[src/rtl/vga_mem_fetch_pkg.sv]
// Shared widths, screen limits and the per-slot tag type for the VGA memory fetch port.
package vga_mem_fetch_pkg;

    localparam int LOG_MEM    = 36;
    localparam int LOG_HCOUNT = 11;
    localparam int LOG_VCOUNT = 10;
    localparam int ZBT_AW     = 19;
    localparam int SCREEN_W   = 640;
    localparam int SCREEN_H   = 480;

    typedef struct packed {
        logic valid;
        logic is_read;
        logic zero;
    } slot_tag_t;

    // 320 words per line is built from two shifts so no multiplier is needed.
    function automatic logic [ZBT_AW-1:0] line_base(input logic [LOG_VCOUNT-1:0] v,
                                                    input int words);
        logic [ZBT_AW-1:0] v_w;
        v_w = ZBT_AW'(v);
        if (words == 320)
            return (v_w << 8) + (v_w << 6);
        return v_w * ZBT_AW'(words);
    endfunction

endpackage

[src/rtl/vga_mem_fetch_delay.sv]
// Fixed-depth shift register used to align tags and write data with the ZBT pipeline.
module vga_mem_fetch_delay #(
    parameter int N   = 2,
    parameter int LOG = 36
) (
    input  logic           clock,
    input  logic           reset_b,
    input  logic [LOG-1:0] d,
    output logic [LOG-1:0] q
);

    logic [LOG-1:0] stage [N];

    always_ff @(posedge clock or negedge reset_b) begin
        if (!reset_b) begin
            for (int i = 0; i < N; i++)
                stage[i] <= '0;
        end else begin
            stage[0] <= d;
            for (int i = 1; i < N; i++)
                stage[i] <= stage[i-1];
        end
    end

    assign q = stage[N-1];

endmodule

[src/rtl/vga_mem_fetch.sv]
// ZBT port: VGA pixel reads with strict priority, NTSC capture writes in idle cycles,
// and a double buffer that flips only during vertical blank.
module vga_mem_fetch
    import vga_mem_fetch_pkg::*;
#(
    parameter int MEM_LATENCY = 2,
    parameter int LINE_WORDS  = 320,
    parameter int BUF_BIT     = 18
) (
    input  logic                  clock,
    input  logic                  reset_b,
    input  logic                  vga_flag,
    input  logic [LOG_HCOUNT-1:0] clocked_hcount,
    input  logic [LOG_VCOUNT-1:0] clocked_vcount,
    output logic [LOG_MEM-1:0]    vga_pixel,
    output logic                  done_vga,
    input  logic                  ntsc_flag,
    input  logic [ZBT_AW-1:0]     ntsc_addr,
    input  logic [LOG_MEM-1:0]    ntsc_data,
    output logic                  done_ntsc,
    input  logic                  frame_flag,
    output logic [ZBT_AW-1:0]     mem_addr,
    output logic                  mem_we_b,
    output logic [LOG_MEM-1:0]    mem_write_data,
    input  logic [LOG_MEM-1:0]    mem_read_data
);

    logic              vga_prev_p0;
    logic              disp_sel_p0;
    logic              swap_pending_p0;
    logic              read_trig;
    logic              in_range;
    logic              wr_accept;
    logic              swap_now;
    logic [ZBT_AW-1:0] disp_base;
    logic [ZBT_AW-1:0] cap_base;
    logic [ZBT_AW-1:0] rd_addr;
    logic [ZBT_AW-1:0] wr_addr;
    slot_tag_t         tag_p0;
    slot_tag_t         tag_pn;
    logic [LOG_MEM-1:0] wdata_p0;
    logic [LOG_MEM-1:0] wdata_pn;

    // Request decode: reads win; a write waits out the cycle its own done pulse is high.
    assign read_trig = vga_flag & ~vga_prev_p0;
    assign in_range  = (clocked_hcount < LOG_HCOUNT'(SCREEN_W)) &&
                       (clocked_vcount < LOG_VCOUNT'(SCREEN_H));
    assign wr_accept = ntsc_flag & ~read_trig & ~done_ntsc;
    assign swap_now  = read_trig & swap_pending_p0 &
                       (clocked_vcount >= LOG_VCOUNT'(SCREEN_H));

    assign disp_base = ZBT_AW'(disp_sel_p0) << BUF_BIT;
    assign cap_base  = ZBT_AW'(~disp_sel_p0) << BUF_BIT;
    assign rd_addr   = disp_base + line_base(clocked_vcount, LINE_WORDS) +
                       ZBT_AW'(clocked_hcount[9:1]);
    assign wr_addr   = cap_base + ntsc_addr;

    assign tag_p0.valid   = read_trig | wr_accept;
    assign tag_p0.is_read = read_trig;
    assign tag_p0.zero    = read_trig & ~in_range;
    assign wdata_p0       = wr_accept ? ntsc_data : '0;

    // Address phase
    always_ff @(posedge clock or negedge reset_b) begin
        if (!reset_b) begin
            vga_prev_p0     <= 1'b1;
            mem_addr        <= '0;
            mem_we_b        <= 1'b1;
            done_ntsc       <= 1'b0;
            disp_sel_p0     <= 1'b0;
            swap_pending_p0 <= 1'b0;
        end else begin
            vga_prev_p0 <= vga_flag;
            mem_we_b    <= ~wr_accept;
            done_ntsc   <= wr_accept;
            if (read_trig && in_range)
                mem_addr <= rd_addr;
            else if (wr_accept)
                mem_addr <= wr_addr;
            if (swap_now) begin
                disp_sel_p0     <= ~disp_sel_p0;
                swap_pending_p0 <= frame_flag;
            end else if (frame_flag) begin
                swap_pending_p0 <= 1'b1;
            end
        end
    end

    vga_mem_fetch_delay #(.N(MEM_LATENCY + 1), .LOG($bits(slot_tag_t))) u_tag_pipe (
        .clock   (clock),
        .reset_b (reset_b),
        .d       (tag_p0),
        .q       (tag_pn)
    );

    vga_mem_fetch_delay #(.N(MEM_LATENCY), .LOG(LOG_MEM)) u_wdata_pipe (
        .clock   (clock),
        .reset_b (reset_b),
        .d       (wdata_p0),
        .q       (wdata_pn)
    );

    // Data phase
    always_ff @(posedge clock or negedge reset_b) begin
        if (!reset_b) begin
            vga_pixel      <= '0;
            done_vga       <= 1'b0;
            mem_write_data <= '0;
        end else begin
            mem_write_data <= wdata_pn;
            done_vga       <= tag_pn.valid & tag_pn.is_read;
            if (tag_pn.valid && tag_pn.is_read)
                vga_pixel <= tag_pn.zero ? '0 : mem_read_data;
        end
    end

endmodule

[config.mk]
export PLATFORM = sky130hd
export DESIGN_NAME = vga_mem_fetch
export DESIGN_NICKNAME = d
export VERILOG_FILES = /design/src/rtl/vga_mem_fetch_pkg.sv /design/src/rtl/vga_mem_fetch_delay.sv /design/src/rtl/vga_mem_fetch.sv
export SDC_FILE = /design/constraint.sdc
export NUM_CORES = 1
export LEC_CHECK = 0
export ABC_CLOCK_PERIOD_IN_PS = 3050
export BUFFER_PORTS_ARGS = -buffer_cell sky130_fd_sc_hd__buf_4
export CORE_ASPECT_RATIO = 1.2
export CORE_MARGIN = 4
export CORE_UTILIZATION = 48
export CTS_CLUSTER_SIZE = 24
export DETAILED_ROUTE_END_ITERATION = 12
export GPL_TIMING_DRIVEN = 0
export PLACE_DENSITY = 0.74
export SKIP_LAST_GASP = 1
export SLEW_MARGIN = 20
export SYNTH_ARGS = -nofsm -noshare
export SYNTH_HDL_FRONTEND = slang
export SYNTH_SLANG_ARGS = --single-unit
[constraint.sdc]
create_clock -name clock -period 3.05 [get_ports clock]
set_input_delay 0.61 -clock clock [delete_from_list [all_inputs] [get_ports clock]]
set_output_delay 0.61 -clock clock [all_outputs]
set_load 0.03 [all_outputs]
=== Word-level counts from Yosys, hierarchy flattened ===
Cells that the tools add are included.

* Register bits: 178
* Word-level logic and storage cells: 47
* Input bits: 117

* Magnitude comparators: 3
* Multiplexer cells: 6
* Add/sub/neg operators: 4
* Bitwise gates (word level): 15
* Reductions and logical operators: 5

{| class="wikitable"
|+ Operators by type and width
! kind !! number
|-
| $mux 36 || 2
|-
| $add 19x19->19 || 2
|-
| $mux 19 || 2
|-
| $add 18x16->19 || 1
|-
| $add 19x9->19 || 1
|-
| $lt 11x10->1 const B || 1
|-
| $ge 10x9->1 const B || 1
|-
| $lt 10x9->1 const B || 1
|-
| $and 1x1->1 || 7
|-
| $not 1->1 || 7
|-
| $reduce_bool 2->1 || 2
|-
| $logic_and 1x1->1 || 3
|-
| $mux 1 || 2
|-
| $or 1x1->1 || 1
|}

=== Depth between registers and ports, before layout ===
Gate-level depths: netlist of the first run.

* Word-level depth: 7
* Mapped depth: 9
* Mapped depth without buffers: 9

=== Modules after synthesis ===
A second synthesis of the first run with hierarchy kept.

* Cell total of the unflattened synthesis: 521
* Area total of the unflattened synthesis: 6602.6 um^2

{| class="wikitable"
|+ By module, submodules not included
! module !! instances !! sequential area each (um^2) !! cells an instance !! area an instance (um^2)
|-
| vga_mem_fetch || 1 || 2429.8 || 401 || 4282.9
|-
| vga_mem_fetch_delay (u_wdata_pipe) || 1 || 1801.7 || 108 || 2072.0
|-
| vga_mem_fetch_delay (u_tag_pipe) || 1 || 225.2 || 12 || 247.7
|}

=== Worst setup path after synthesis of the first run ===
Ideal clock, no wire load.

* Path type: input to register
* Start point: in clocked_hcount[9]
* End point: reg mem_addr[13]
* Library setup time: 0.126 ns
* Stages on the path: 9
* Path slack: 0.415 ns
* Path buffers: 0
* Arrival time: 2.509 ns
* Cells stage by stage: inv_1 -> fa_1 -> inv_1 -> fa_1 -> a211oi_1 -> o21bai_1 -> a21oi_1 -> xor2_1 -> a21oi_1

* Cells in the longest elaborated chain, start to end: 4

{| class="wikitable"
|+ RTL lines
! item !! line !! source
|-
| start, declared || vga_mem_fetch.sv:13 || <nowiki>input logic [LOG_HCOUNT-1:0] clocked_hcount,</nowiki>
|-
| parallel branches: the longest is 4 deep, another holds $add 19x9->19 || n/a ||
|-
| end signal, assigned || vga_mem_fetch.sv:77 || <nowiki>mem_addr <= rd_addr;</nowiki>
|-
| end signal, assigned || vga_mem_fetch.sv:79 || <nowiki>mem_addr <= wr_addr;</nowiki>
|-
| end, declared || vga_mem_fetch.sv:22 || <nowiki>output logic [ZBT_AW-1:0] mem_addr,</nowiki>
|}

Several ways; the timed one is not identified.
A chain may end at the register's enable or synchronous reset.

=== Worst setup path after layout of the first run ===
Same ends and word-level chain as after synthesis.

==> results of run 1 <==
[power by group through the flow]
stage	clock network (uW)	logic (uW)	registers [uW]
final	1960	1180	2710
after global routing	2140	1270	2740
after CTS	2030	1200	2710
after detailed placement	0	1190	2760
after global placement	0	1170	2740
after floorplan	0	305	3080
[flip-flops by register name, indices dropped and copies added, names as in the netlist]
name	flops
u_tag_pipe.q	3
u_wdata_pipe.stage	36
mem_addr	19
done_vga	1
vga_pixel	36
done_ntsc	1
u_tag_pipe.stage	6
mem_write_data	36
u_wdata_pipe.q	36
disp_sel_p0	1
mem_we_b	1
vga_prev_p0	1
swap_pending_p0	1
[routing by layer]
| metal | global-route usage, % | vias up | part of all wire, % |
|---|---|---|---|
| met5 | 0 | - | 0 |
| met4 | 6.81 | 0 | 1.7 |
| met3 | 6.04 | 14 | 8.7 |
| met2 | 31.5 | 175 | 51 |
| met1 | 22.7 | 2106 | 39 |
| li1 | - | 2048 | - |
[worst min-delay path by stage]
| stage | slack [ns] | depth (start not counted) | start | end |
|---|---|---|---|---|
| after floorplan | 0.31 | 0 | reset_b | disp_sel_p0 |
| after CTS | 0.21 | 1 | reset_b | vga_pixel[30] |
| after global placement | 0.33 | 0 | u_wdata_pipe.stage[44] | u_wdata_pipe.q[8] |
| final | 0.20 | 1 | reset_b | vga_pixel[24] |
| after detailed placement | 0.33 | 0 | u_wdata_pipe.q[0] | mem_write_data[0] |
| after global routing | 0.23 | 1 | reset_b | vga_pixel[22] |
[per-stage QoR]
stage / hold WS (ns) / worst slack [ns] / util, % / std cells
after floorplan: 0.314 / 0.415 / - / 484
after global placement: 0.332 / 0.144 / 63.4 / 857
after detailed placement: 0.335 / 0.102 / 63.7 / 858
after CTS: 0.214 / 0.532 / 68.0 / 890
after global routing: 0.235 / 0.346 / 68.0 / 890
final: 0.202 / 0.499 / 68.0 / 890
[synth_stat cells, types with 3 or more instances]
library cell  count
and2_1           36
inv_1             9
mux2_2            4
xnor2_1           3
nor2_1            8
nand2_1          67
o21ai_0          40
clkbuf_1         14
a22oi_1          11
buf_2             5
dfrtp_1         176
xor2_1            3
o21a_1            3
a21o_1            5
nand2b_1         39
ha_1             19
a21oi_1          13
or3_1             3
[cell usage in the layout, fill, tap and decap left out, types with 2 or more instances in the layout]
cell | synthesis | routed
mux2_2 | 4 | 4
inv_1 | 9 | 9
xnor2_1 | 3 | 3
nand2_1 | 67 | 67
a22oi_1 | 11 | 11
o22ai_1 | 2 | 2
xor2_1 | 3 | 3
clkbuf_16 | 0 | 17
o21a_1 | 3 | 3
a21oi_1 | 13 | 13
ha_1 | 19 | 19
clkbuf_1 | 14 | 16
nand2b_1 | 39 | 39
fa_1 | 2 | 2
nor2_1 | 8 | 8
dfstp_2 | 2 | 2
a31oi_1 | 2 | 2
a21o_1 | 5 | 5
buf_4 | 0 | 208
o21ai_0 | 40 | 40
inv_6 | 0 | 4
buf_2 | 5 | 5
clkinvlp_4 | 0 | 5
dfrtp_1 | 176 | 176
or3_1 | 3 | 3
and2_1 | 36 | 36
[area by class of cell]
class / instances / area (sq um) / share of cell area [%]
multi-input combinational: 277 / 1720 / 19.9
tap: 164 / 205 / 2.37
timing repair buffer: 210 / 1600 / 18.6
buffer: 19 / 77.6 / 0.897
sequential: 178 / 4460 / 51.5
inverter: 10 / 37.5 / 0.434
clock inverter: 12 / 97.6 / 1.13
clock buffer: 20 / 447 / 5.17
[cell families after synthesis]
family,synth area share [%]
XOR/XNOR,0.835
AO/OA/AOI/OAI,8.09
flip-flops,70.8
AND/OR/NAND/NOR,13.1
multiplexers,0.875
adder cells (fa/ha/maj),4.41
buffers and inverters,1.83
==> impl_metrics.yaml, run 1 <==
clock_tree:
  cts.path.max_buffers: 2
  post-cts-setup-buffers: 0
  htreeDepth: 4
  cts_resized: 0
  clkSinkCount: 178
  root_buffer: "clkbuf_16"
  hold_buffers: 0
  path_clk_slew_ns: 0.07
  clk_latency_ns: 0.41
  cts_made_buffers: 17
  cts_tree: "done"
grt:
  grt_max_degree: 93
  grt_remaining_overflow: 0
  grt_pass1_vias: 4471
  grt_use_total_pct: 18.7
  grt_first_pass_wirelength_mm: 22.2
  antenna_found_initial: 0
detailed_routing:
  routed_wirelength_mm: 13.8
  drt_iter0_drc: 226
  drc: 0
  ant_nets: 0
  wl_per_cell_microns: 15.5
  dr.pass1.iters: 5
  avgViaCountPerCell: 4.88
  vias: 4343
logic_synthesis:
  ys_top_cells_by_area: "dfrtp_1 (70%), nand2_1 (4.0%), nand2b_1 (3.9%), ha_1 (3.8%), and2_1 (3.6%)"
  yosys_most_used_dff: "dfrtp_1"
  ys_seq_area_share_pct: 70.8
  netlist_instances: 484
  synth_edf_count: 0
  syn-cell-area_sq_um: 6290
  async_reset_ff_share_pct: 100
  yosys_register_bits: 178
  synth_top_area_share_pct: 70.0
  synth_cell_types: 40
  syn_nets: 622
  yosys.area.top_type: "dfrtp_1"
  synth_warnings: 0
  avgSynthCellArea_sq_um: 13.0
timing:
  maxSlewHeadroom_pct: 57.7
  hold_violations: 0
  max_clock_freq_mhz: 392
  tightest_slew_ns: 0.634
  final_max_slew_viol_count: 0
  setup_viol: 0
  finClkSkew_ns: 0.00932
  rsz0062_at_grt: "no"
  fin_crit_sh_pct: 83.6
  setup_tns_ns: 0
  fin_crit_ns: 2.55
pwr:
  p_leak_uw: 0.00453
  pwr-share-comb_pct: 20.2
  finalPower_uw: 5860
  p_seq_share_pct: 46.3
  powerDensity_nw_per_um2: 677
  switching_share_pct: 29.1
  internal-power_uw: 4150
  clkPwrFrac_pct: 33.5
  power.switching_uw: 1700
  peakVddDrop_mv: 0.335
critical_path:
  r2r_start: "vga_prev_p0"
  critPathBufInv: 3
  crit_end: "mem_addr[13]"
  r2r-end: "mem_addr[18]"
  r2r_setup_slack_ns: 1.17
  max_stage_delay_ns: 0.53
  slowest_stage: "fa_1"
  critPathTopFamily: "adder cells"
  cp.required_ns: 3.34
  end_kind: "flop"
  crit_path_cell_trace: "buf_4, inv_1, fa_1, inv_1, fa_1, a211oi_1, o21bai_1, a21oi_1, xor2_1, a21oi_1"
  r2r_cells: 7
  cp-start-kind: "primary input"
  crit_fanout: 3
  path_depth: 10
  crit_arrival_ns: 2.84
  worstSetupStartpoint: "clocked_hcount[9]"
  crit_type: "in -> reg"
die:
  fp.dieArea_sq_um: 15000
  coreArea_sq_um: 12700
  start_util_pct: 49.5
  rows: 45
  die_h_microns: 133
  ios: 211
  die_w_microns: 113
place:
  gp_congestion: 0.885
  dpl_cell_area_sq_um: 8100
  port_buffers: 209
  dp_hpwl_mm: 10.3
layout:
  drive_gt1_share_pct: 35.0
  antennaDiodeCount: 0
  area_delta_synth_final_pct: 37.4
  final_area_sq_um: 8650
  nets: 851
  fillers: 969
min_path:
  hp-class: "in -> async"
flow_run:
  max-cap-violations: 0
outcome:
  outcome: "finished clean"
Note: power is estimated with default switching activity, not from simulation.
==> inputs of run 2 (changes only) <==
--- a/config.mk
+++ b/config.mk
@@ -5,15 +5,15 @@
 export SDC_FILE = /design/constraint.sdc
 export NUM_CORES = 1
 export LEC_CHECK = 0
-export ABC_CLOCK_PERIOD_IN_PS = 3050
+export ABC_CLOCK_PERIOD_IN_PS = 2300
 export BUFFER_PORTS_ARGS = -buffer_cell sky130_fd_sc_hd__buf_4
 export CORE_ASPECT_RATIO = 1.2
 export CORE_MARGIN = 4
-export CORE_UTILIZATION = 48
+export CORE_UTILIZATION = 45
 export CTS_CLUSTER_SIZE = 24
 export DETAILED_ROUTE_END_ITERATION = 12
 export GPL_TIMING_DRIVEN = 0
-export PLACE_DENSITY = 0.74
+export PLACE_DENSITY = 0.72
 export SKIP_LAST_GASP = 1
 export SLEW_MARGIN = 20
 export SYNTH_ARGS = -nofsm -noshare
==> constraint.sdc (replaced) <==
create_clock -name clock -period 2.3 [get_ports clock]
set_input_delay 0.46 -clock clock [delete_from_list [all_inputs] [get_ports clock]]
set_output_delay 0.46 -clock clock [all_outputs]
set_load 0.03 [all_outputs]
==> impl_metrics.yaml, run 2 (same netlist as run 1, synthesis figures left out) <==
timing:
  hold_violations: 0
  final_max_slew_viol_count: 0
  fin_hold_ws_ns: 0.0631
  maxSlewHeadroom_pct: 53.1
  fin_crit_ns: 2.15
  max_clock_freq_mhz: 464
  setup_viol: 0
  finClkSkew_ns: 0.00799
  tightest_slew_ns: 0.703
  rsz0062_at_grt: "no"
  fin_crit_sh_pct: 93.7
detailed_routing:
  ant_nets: 0
  wl_per_cell_microns: 16.8
  vias: 4401
  drc: 0
  drt_iter0_drc: 257
  avgViaCountPerCell: 4.91
  routed_wirelength_mm: 15.0
  dr.pass1.iters: 4
place:
  port_buffers: 209
  gp_congestion: 0.878
  dpl_cell_area_sq_um: 8130
  dp_hpwl_mm: 11.2
grt:
  grt_remaining_overflow: 0
  grt_pass1_vias: 4638
  grt_max_degree: 96
  antenna_found_initial: 0
  grt_first_pass_wirelength_mm: 23.3
  grt_use_total_pct: 19.1
clock_tree:
  cts_tree: "done"
  clk_latency_ns: 0.41
  clkSinkCount: 178
  root_buffer: "clkbuf_16"
  htreeDepth: 4
  path_clk_slew_ns: 0.07
  cts_resized: 0
  post-cts-setup-buffers: 0
  cts_made_buffers: 17
  hold_buffers: 0
  cts.path.max_buffers: 2
critical_path:
  crit_arrival_ns: 2.44
  r2r_setup_slack_ns: 0.35
  crit_fanout: 3
  cp.required_ns: 2.59
  crit_type: "in -> reg"
  end_kind: "flop"
  r2r-end: "mem_addr[18]"
  r2r_start: "vga_prev_p0"
  r2r_cells: 7
  cp-start-kind: "primary input"
layout:
  final_area_sq_um: 8740
  final-seq-area_sq_um: 4460
  nets: 851
  antennaDiodeCount: 0
  area_delta_synth_final_pct: 38.8
  drive_gt1_share_pct: 35.8
  final_common_cell: "buf_4"
  final_cell_mix: "buf_4 (208), dfrtp_1 (176), nand2_1 (67), o21ai_0 (40), nand2b_1 (39)"
  multiInputGateArea_sq_um: 1740
  fillers: 1089
pwr:
  p_leak_uw: 0.00457
  powerDensity_nw_per_um2: 927
  peakVddDrop_mv: 0.502
flow_run:
  max-cap-violations: 0
outcome:
  outcome: "finished clean"
die:
  rows: 47
  die_w_microns: 116
  start_util_pct: 45.7
  coreArea_sq_um: 13800
  die_h_microns: 138
  ios: 211
  fp.dieArea_sq_um: 15900
min_path:
  hp-class: "in -> async"
[run 2: power by group]
group	internal (uW)	switching, uW
Sequential	3440	153
Clock	1680	1240
Combinational	641	948
[run 2: worst max-delay path by stage]
stage,to,startpoint,slack (ns)
6_report,mem_addr[15],clocked_vcount[2],0.15
5_1_grt,mem_addr[15],clocked_vcount[2],0.13
4_1_cts,mem_addr[15],clocked_vcount[2],0.18
3_5_place_dp,mem_addr[15],clocked_vcount[2],-0.25
3_3_place_gp,mem_addr[13],clocked_vcount[2],-0.24
2_1_floorplan,mem_addr[14],clocked_vcount[2],0.006
[run 2: final cells by class]
cell class | instances | area share (%)
clock buffers | 19 | 5.07
inverters | 10 | 0.430
well taps | 171 | 2.45
flip-flops and latches | 178 | 51.0
repair buffers | 210 | 18.4
clock inverters | 13 | 1.86
plain buffers | 19 | 0.888
multi-input cells | 277 | 19.9
[run 2: stage by stage]
step	total power, uW	setup TNS [ns]	instances	setup slack, ns	util [%]
after floorplan	4490	0	484	0.00612	-
after global routing	8490	0	897	0.126	63.5
final	8100	0	897	0.145	63.5
after global placement	5200	-29.70	864	-0.240	58.8
after CTS	8210	0	897	0.182	63.5
after detailed placement	5250	-1.15	865	-0.252	59.1
[run 2: per-layer routing]
metal | vias up | wire length, microns | track usage, %
li1 | 2054 | - | -
met1 | 2134 | 5730 | 22.7
met2 | 186 | 7810 | 33.2
met3 | 27 | 1100 | 4.79
met4 | 0 | 394 | 7.54
met5 | - | 0 | 0
[run 2: critical path, cell delays in order]
cell	delay, ns
buf_4	0.10
inv_2	0.04
fa_1	0.55
inv_2	0.06
fa_2	0.37
a211oi_2	0.24
o21bai_1	0.15
o22ai_1	0.21
xor2_1	0.17
a21oi_1	0.08
==> inputs of run 3 (changes only) <==
--- a/config.mk
+++ b/config.mk
@@ -8,7 +8,7 @@
 export ABC_CLOCK_PERIOD_IN_PS = 2300
 export BUFFER_PORTS_ARGS = -buffer_cell sky130_fd_sc_hd__buf_4
 export CORE_ASPECT_RATIO = 1.2
-export CORE_MARGIN = 4
+export CORE_MARGIN = 3
 export CORE_UTILIZATION = 45
 export CTS_CLUSTER_SIZE = 24
 export DETAILED_ROUTE_END_ITERATION = 12
==> impl_metrics.yaml, run 3 (same netlist as run 1, synthesis figures left out) <==
pwr:
  p_leak_uw: 0.00457
  peakVddDrop_mv: 0.749
  powerDensity_nw_per_um2: 925
grt:
  antenna_found_initial: 0
  grt_pass1_vias: 4598
  grt_first_pass_wirelength_mm: 23.4
  grt_max_degree: 104
  grt_use_total_pct: 19.9
  grt_remaining_overflow: 0
place:
  port_buffers: 209
  dp.cells: 862
  gp_congestion: 0.835
  pre_cts_slack_ns: -0.202
  dp_hpwl_mm: 11.0
die:
  fp.dieArea_sq_um: 15400
  ios: 211
  coreArea_sq_um: 13500
  die_w_microns: 114
  start_util_pct: 46.7
  rows: 46
  die_h_microns: 136
timing:
  setup_viol: 0
  fin_hold_ws_ns: 0.148
  fin_ws_ns: 0.223
  final_max_slew_viol_count: 0
  fin_crit_sh_pct: 90.3
  hold_violations: 0
  tightest_slew_ns: 0.575
  rsz0062_at_grt: "no"
  max_clock_freq_mhz: 481
  maxSlewHeadroom_pct: 61.4
  finClkSkew_ns: 0.0107
  fin_crit_ns: 2.08
critical_path:
  cp-start-kind: "primary input"
  crit_fanout: 3
  cp.required_ns: 2.61
  crit_top_cell: "inv_2"
  slowest_stage: "fa_1"
  max_stage_delay_ns: 0.54
  crit_path_cell_trace: "buf_4, inv_2, fa_1, inv_2, fa_2, a211oi_2, o21bai_1, o22ai_1, xor2_1, a21oi_1"
  crit_type: "in -> reg"
  end_kind: "flop"
  crit_arrival_ns: 2.38
detailed_routing:
  dr.pass1.iters: 4
  routed_wirelength_mm: 14.9
  wl_per_cell_microns: 16.6
  drt_iter0_drc: 284
  ant_nets: 0
  vias: 4322
  avgViaCountPerCell: 4.83
  drc: 0
min_path:
  hp-class: "in -> reg"
clock_tree:
  path_clk_slew_ns: 0.07
  root_buffer: "clkbuf_16"
  cts_made_buffers: 17
  cts_tree: "done"
  clkSinkCount: 178
  htreeDepth: 4
  cts.path.max_buffers: 2
  clk_latency_ns: 0.42
layout:
  nets: 852
  fillers: 1046
  drive_gt1_share_pct: 35.9
  final-seq-area_sq_um: 4460
  final_common_cell: "buf_4"
  final_cell_mix: "buf_4 (208), dfrtp_1 (176), nand2_1 (67), o21ai_0 (40), nand2b_1 (39)"
  area_delta_synth_final_pct: 39.0
  antennaDiodeCount: 0
  final_cells: 895
  multiInputGateArea_sq_um: 1740
flow_run:
  max-cap-violations: 0
outcome:
  outcome: "finished clean"
## run 3: path summary, 6_finish.rpt
check,start,to,slack [ns],cells past startpoint
max in group asynchronous,reset_b,vga_prev_p0,0.81,3
hold / removal,vga_flag,vga_prev_p0,0.15,1
setup / recovery,clocked_vcount[2],mem_addr[15],0.22,10
setup reg to reg,vga_prev_p0,mem_addr[18],0.35,7
hold reg to reg,u_wdata_pipe.q[15],mem_write_data[15],0.34,0
min in group asynchronous,reset_b,mem_write_data[16],0.59,2
## run 3: power breakdown
group          leakage [uW]  switching, uW  internal, uW
Clock              0.000293           1330          1570
Sequential          0.00231            149          3440
Combinational       0.00197            966           643
## run 3: through the flow
stage	util, %	power [uW]	TNS, ns	area (sq um)
2_1_floorplan	-	4490	0	6310
3_3_place_gp	60.1	5210	-23.01	8090
3_5_place_dp	60.3	5270	-0.898	8130
4_1_cts	65.0	8190	0	8750
5_1_grt	65.0	8470	0	8750
6_report	65.0	8090	0	8750
## run 3: layer usage
layer	wire (microns)	global-route usage (%)	vias to the layer above
met4	499	10.2	0
met1	5970	24.3	2063
met2	7510	32.9	164
met5	0	0	-
li1	-	-	2067
met3	882	4.56	28
## run 3: repair_timing
item | CTS | global route
hold buffers | 1 | 0
buffers inserted | 0 | 0
hold endpoints to repair | 2 | 0
resized for setup | 0 | 0
## run 3: worst max-delay path: cells and delay by family
family,cells,cell delay [ns]
AOI/OAI and AO/OA,4,0.66
adders and majority gates,2,0.91
buffers and inverters,3,0.18
xor gates and xnor gates,1,0.17
## run 3: cell type report
cell class,count,area share [%]
timing repair buffer,211,18.4
clock buffer,17,4.86
buffer,19,0.887
inverter,10,0.429
multi-input combinational,277,19.9
sequential,178,50.9
clock inverter,15,2.12
tap,168,2.40
